[src/rtl/bin2bcd_11dig_pkg.sv]
// Shared constants and types for the 36-bit binary to 11-digit BCD converter.
// Holds the default widths, the FSM state encodings and the BCD digit type.
package bin2bcd_11dig_pkg;

  localparam int BIN_W = 36;
  localparam int NDIG  = 11;

  typedef enum logic [1:0] {
    ST_IDLE = 2'd0,
    ST_OP   = 2'd1,
    ST_DONE = 2'd2
  } state_t;

  typedef logic [3:0] bcd_t;

endpackage

[src/rtl/bin2bcd_11dig_adj3.sv]
// Double-dabble digit correction: any BCD digit above 4 gets 3 added before the shift,
// so a digit of at most 9 never produces a value above 12.
module bcd_adj3 (
  input  logic [3:0] digit,
  output logic [3:0] adj
);

  assign adj = (digit > 4'd4) ? digit + 4'd3 : digit;

endmodule

[src/rtl/bin2bcd_11dig.sv]
// Sequential shift-and-add-3 converter: one shift per clock, BIN_W shifts per conversion.
// Digit outputs are direct register outputs and hold until the next accepted start.
module bin2bcd_11dig #(
  parameter int BIN_W = bin2bcd_11dig_pkg::BIN_W,
  parameter int NDIG  = bin2bcd_11dig_pkg::NDIG
) (
  input  logic             clk,
  input  logic             rst_n,
  input  logic             start,
  input  logic [BIN_W-1:0] bin,
  output logic             ready,
  output logic             done_tick,
  output logic [3:0]       dig0,
  output logic [3:0]       dig1,
  output logic [3:0]       dig2,
  output logic [3:0]       dig3,
  output logic [3:0]       dig4,
  output logic [3:0]       dig5,
  output logic [3:0]       dig6,
  output logic [3:0]       dig7,
  output logic [3:0]       dig8,
  output logic [3:0]       dig9,
  output logic [3:0]       dig10,
  output logic [1:0]       fsm_state
);

  import bin2bcd_11dig_pkg::*;

  localparam int CNT_W = $clog2(BIN_W + 1);
  localparam int WIDE  = 4 * NDIG + BIN_W;

  state_t           state_q;
  logic             ready_q;
  logic             done_q;
  logic [BIN_W-1:0] sr_q;
  logic [CNT_W-1:0] n_q;
  bcd_t             dig_q [NDIG];
  logic [4*NDIG-1:0] adj_flat;
  logic [WIDE-1:0]  wide_next;

  for (genvar i = 0; i < NDIG; i++) begin : g_adj
    bcd_adj3 u_adj (
      .digit (dig_q[i]),
      .adj   (adj_flat[4*i +: 4])
    );
  end

  // Corrected digits and the binary shift register move left as one word; the
  // carry out of the top digit falls off the end and is provably zero for 36 bits.
  assign wide_next = {adj_flat, sr_q} << 1;

  always_ff @(posedge clk or negedge rst_n) begin
    if (!rst_n) begin
      state_q <= ST_IDLE;
      ready_q <= 1'b1;
      done_q  <= 1'b0;
      sr_q    <= '0;
      n_q     <= '0;
      for (int i = 0; i < NDIG; i++) dig_q[i] <= '0;
    end else begin
      case (state_q)
        ST_IDLE: begin
          done_q <= 1'b0;
          if (start) begin
            sr_q    <= bin;
            n_q     <= CNT_W'(BIN_W);
            ready_q <= 1'b0;
            state_q <= ST_OP;
            for (int i = 0; i < NDIG; i++) dig_q[i] <= '0;
          end
        end
        ST_OP: begin
          sr_q <= wide_next[BIN_W-1:0];
          for (int i = 0; i < NDIG; i++) dig_q[i] <= wide_next[BIN_W + 4*i +: 4];
          n_q <= n_q - CNT_W'(1);
          if (n_q == CNT_W'(1)) begin
            state_q <= ST_DONE;
            done_q  <= 1'b1;
          end
        end
        ST_DONE: begin
          done_q  <= 1'b0;
          ready_q <= 1'b1;
          state_q <= ST_IDLE;
        end
        default: begin
          done_q  <= 1'b0;
          ready_q <= 1'b1;
          state_q <= ST_IDLE;
        end
      endcase
    end
  end

  assign ready     = ready_q;
  assign done_tick = done_q;
  assign fsm_state = state_q;
  assign dig0  = dig_q[0];
  assign dig1  = dig_q[1];
  assign dig2  = dig_q[2];
  assign dig3  = dig_q[3];
  assign dig4  = dig_q[4];
  assign dig5  = dig_q[5];
  assign dig6  = dig_q[6];
  assign dig7  = dig_q[7];
  assign dig8  = dig_q[8];
  assign dig9  = dig_q[9];
  assign dig10 = dig_q[10];

endmodule

[config.mk]
export PLATFORM = sky130hd
export DESIGN_NAME = bin2bcd_11dig
export DESIGN_NICKNAME = d
export VERILOG_FILES = /design/src/rtl/bin2bcd_11dig_pkg.sv /design/src/rtl/bin2bcd_11dig_adj3.sv /design/src/rtl/bin2bcd_11dig.sv
export SDC_FILE = /design/constraint.sdc
export NUM_CORES = 1
export LEC_CHECK = 0
export ABC_AREA = 1
export CORE_MARGIN = 3
export CORE_UTILIZATION = 30
export CTS_BUF_LIST = sky130_fd_sc_hd__clkbuf_4 sky130_fd_sc_hd__clkbuf_8
export DETAILED_ROUTE_END_ITERATION = 10
export DONT_BUFFER_PORTS = 1
export GPL_ROUTABILITY_DRIVEN = 0
export SLEW_MARGIN = 40
export SYNTH_ARGS = -nofsm -noshare
export SYNTH_HDL_FRONTEND = slang
export SYNTH_SLANG_ARGS = --single-unit
[constraint.sdc]
create_clock -name clk -period 1.96 [get_ports clk]
set_input_delay 0.392 -clock clk [delete_from_list [all_inputs] [get_ports clk]]
set_output_delay 0.392 -clock clk [all_outputs]
set_load 0.005 [all_outputs]
==> impl_metrics.py <==
metrics = {
    "yosys": {
        "syn_std_cell_area_um2": 4577,
        "synth.top_cells.by_area": "sky130_fd_sc_hd__dfrtp_1 (49%), sky130_fd_sc_hd__nand2_1 (18%), sky130_fd_sc_hd__nand3_1 (9.3%)",
        "ys_async_sr_fraction": 1.000,
        "synthDistinctLibCells": 21,
        "synth_top_cell_area_share": 0.4866,
        "yosys_warnings": 0,
        "synthFlopType": "sky130_fd_sc_hd__dfrtp_1",
        "synth.avg_cell_area_um2": 7.692,
        "postSynthCellCount": 595,
        "seq_total_area_yosys": 0.4923,
        "synth_nets": 647,
        "synth.largest_area_cell": "sky130_fd_sc_hd__dfrtp_1",
        "yosys_register_bits": 90,
        "synth_edf_count": 0,
    },
    "sta": {
        "worst-slew-pin-transition_ns": 0.3790,
        "min_period_over_period": 0.7773,
        "max_slew_margin": 0.7473,
        "skew_ns": 0.009044,
        "maxSlewViolCount": 0,
        "grt_setup_unrepaired": "no",
        "hold_viol_final": 90,
        "whs_ns": -0.3022,
        "fmax_mhz": 656.4,
        "finalSetupTns_ns": 0,
        "report.final.setup_viol": 0,
        "finalCriticalPeriod_ns": 1.524,
    },
    "global_route": {
        "first_global_vias": 3910,
        "grt_antenna_before_repair": 0,
        "grt_pass1_wl_um": 18040,
        "grt_usage": 0.1347,
        "grt_max_degree": 91,
        "grt-ovfl-total": 0,
    },
    "setup_path": {
        "setup.worst_path.start_class": "register",
        "rr_endpoint": "dig4[0]",
        "path_class": "register to register",
        "r2r_setup_slack_ns": 0.44,
        "worst_setup_path_end_kind": "register",
        "critPathMaxFanout": 6,
        "worst_ep_arrival_time_ns": 1.80,
        "worst_r2r_startpoint": "dig3[0]",
        "rr_worst_depth": 7,
        "timing.critical_path.required_ns": 2.23,
    },
    "finish": {
        "antennaDiodeCount": 0,
        "fraction_of_layout_cells_with_a_size_suffix_above_1": 0.05342,
        "utilization": 0.3364,
        "flow.area_growth_from_synthesis_pct": 8.447,
        "finish.net_count": 646,
        "design_area_um2": 4964,
    },
    "drt": {
        "post-route-drc-count": 0,
        "routed_wl_um": 10910,
        "drt-wirelength-per-cell_um": 13.93,
        "ant_nets": 0,
        "first_pass_iters": 5,
        "vias_per_cell": 4.927,
        "initialDrtViolationCount": 236,
        "vias": 3858,
    },
    "min_path": {
        "worst_hold_check_path_type": "primary input to async pin",
    },
    "outcome": {
        "failed_checks": "negative hold slack",
        "status": "complete, but fails checks",
    },
    "placement": {
        "post_dp_cell_area_um2": 4761,
        "hpwl_um": 7575,
        "numPortBuffers": 0,
    },
    "clocking": {
        "htreeDepth": 3,
        "worst_setup_hold_path_clk_slew_ns": 0.09,
        "postCtsSetupRepairBufs": 0,
        "inserted_clock_buffers": 9,
        "cts-root-buf": "sky130_fd_sc_hd__clkbuf_8",
        "clock_tree_from_tritoncts": "built",
        "worst_skew_pair.late_latency_ns": 0.38,
        "cts_sinks": 90,
        "clock_path_buffers": 2,
        "cts.repair.resized": 0,
    },
    "power": {
        "power.ir.vdd_worst_mv": 0.6950,
        "finalPower_mw": 8.784,
        "powerDensity_nw_per_um2": 1770,
        "p_leak_nw": 2.495,
    },
    "die": {
        "dieArea_um2": 16770,
        "floorplan.io_pins": 87,
        "core_um2": 14750,
        "initial_utilization": 0.3102,
        "rows": 44,
        "chipHeight_um": 129.5,
        "die_w_um": 129.5,
    },
    "run": {
        "maxCapViolations": 0,
    },
}
==> Yosys cell counts, types with 2 or more instances <==
cell	count
sky130_fd_sc_hd__a21oi_1	12
sky130_fd_sc_hd__buf_2	12
sky130_fd_sc_hd__buf_4	5
sky130_fd_sc_hd__buf_6	3
sky130_fd_sc_hd__dfrtp_1	89
sky130_fd_sc_hd__ha_1	13
sky130_fd_sc_hd__inv_1	63
sky130_fd_sc_hd__inv_2	3
sky130_fd_sc_hd__nand2_1	217
sky130_fd_sc_hd__nand2_2	2
sky130_fd_sc_hd__nand3_1	85
sky130_fd_sc_hd__nor2_1	17
sky130_fd_sc_hd__o211ai_1	11
sky130_fd_sc_hd__o21ai_0	42
sky130_fd_sc_hd__o21ai_1	14
sky130_fd_sc_hd__o22ai_1	2
==> through the flow <==
step	instances	setup slack [ns]
CTS	783	0.4124
global route	783	0.3476
detailed placement	767	0.4337
finish	783	0.4365
floorplan	595	0.7825
global placement	767	0.4158
==> how the worst max path moves through the flow <==
stage	start	end	slack, ns	cells past startpoint
CTS	dig3[0]	dig4[0]	0.41	7
global route	dig1[0]	dig1[2]	0.35	8
global placement	dig3[0]	dig4[0]	0.42	7
floorplan	dig0[0]	dig0[1]	0.78	7
detailed placement	dig3[0]	dig4[0]	0.43	7
finish	dig3[0]	dig4[0]	0.44	7
==> power breakdown <==
part	leakage (nW)	internal (mW)	switching (mW)	total [mW]
registers	1.12	2.74	0.920	3.66
logic	1.27	1.45	2.35	3.80
clock network	0.103	0.626	0.692	1.32
total	2.49	4.82	3.96	8.78
==> critical path: stages, from the launching register on <==
cell,delay [ns]
sky130_fd_sc_hd__dfrtp_1,0.47
sky130_fd_sc_hd__inv_1,0.11
sky130_fd_sc_hd__ha_1,0.16
sky130_fd_sc_hd__inv_1,0.06
sky130_fd_sc_hd__a21oi_1,0.32
sky130_fd_sc_hd__nor2_1,0.14
sky130_fd_sc_hd__nand3_1,0.11
sky130_fd_sc_hd__nand2_1,0.05
==> final cells by class <==
cell class / count / area (µm²)
Clock buffer: 10 / 137.6
Clock inverter: 6 / 65.06
Fill cell: 1546 / 9791
Inverter: 66 / 247.7
Multi-Input combinational cell: 419 / 1944
Sequential cell: 90 / 2253
Tap cell: 184 / 230.2
Timing Repair Buffer: 8 / 85.08
==> state kept, by name (all words and copies together), names as in the netlist <==
register,count
ready,1
dig5,4
dig4,4
dig6,4
dig3,4
dig7,4
dig10,4
fsm_state,2
done_tick,1
dig2,4
n_q,6
dig8,4
dig0,4
dig9,4
sr_q,36
dig1,4
==> layer usage <==
| layer | share of wire | vias up | global-route usage |
|---|---|---|---|
| met4 | 0.021 | 0 | 0.06663 |
| met5 | 0 | - | 0 |
| met3 | 0.096 | 19 | 0.06513 |
| met1 | 0.42 | 1796 | 0.1550 |
| met2 | 0.46 | 130 | 0.2101 |
| li1 | - | 1913 | - |
==> layout by cell type, fill, tap and decap left out, drive strengths merged <==
cell type    n
bufinv       1
dfstp        1
nor2        18
o211ai      11
nand3       85
buf          8
and2         1
clkinv       3
a21oi       12
o21ai       56
inv         67
o22ai        2
clkinvlp     1
ha          13
clkbuf      10
dfrtp       89
nand4        1
nand2      220
==> logic make-up after synthesis <==
family | share of synthesized area
buffers and inverters | 0.08283
DFF | 0.4923
adders and majority gates | 0.03554
and+or+nand+nor | 0.2942
AOI/OAI and AO/OA | 0.09513
(Power assumes the default switching activity.)
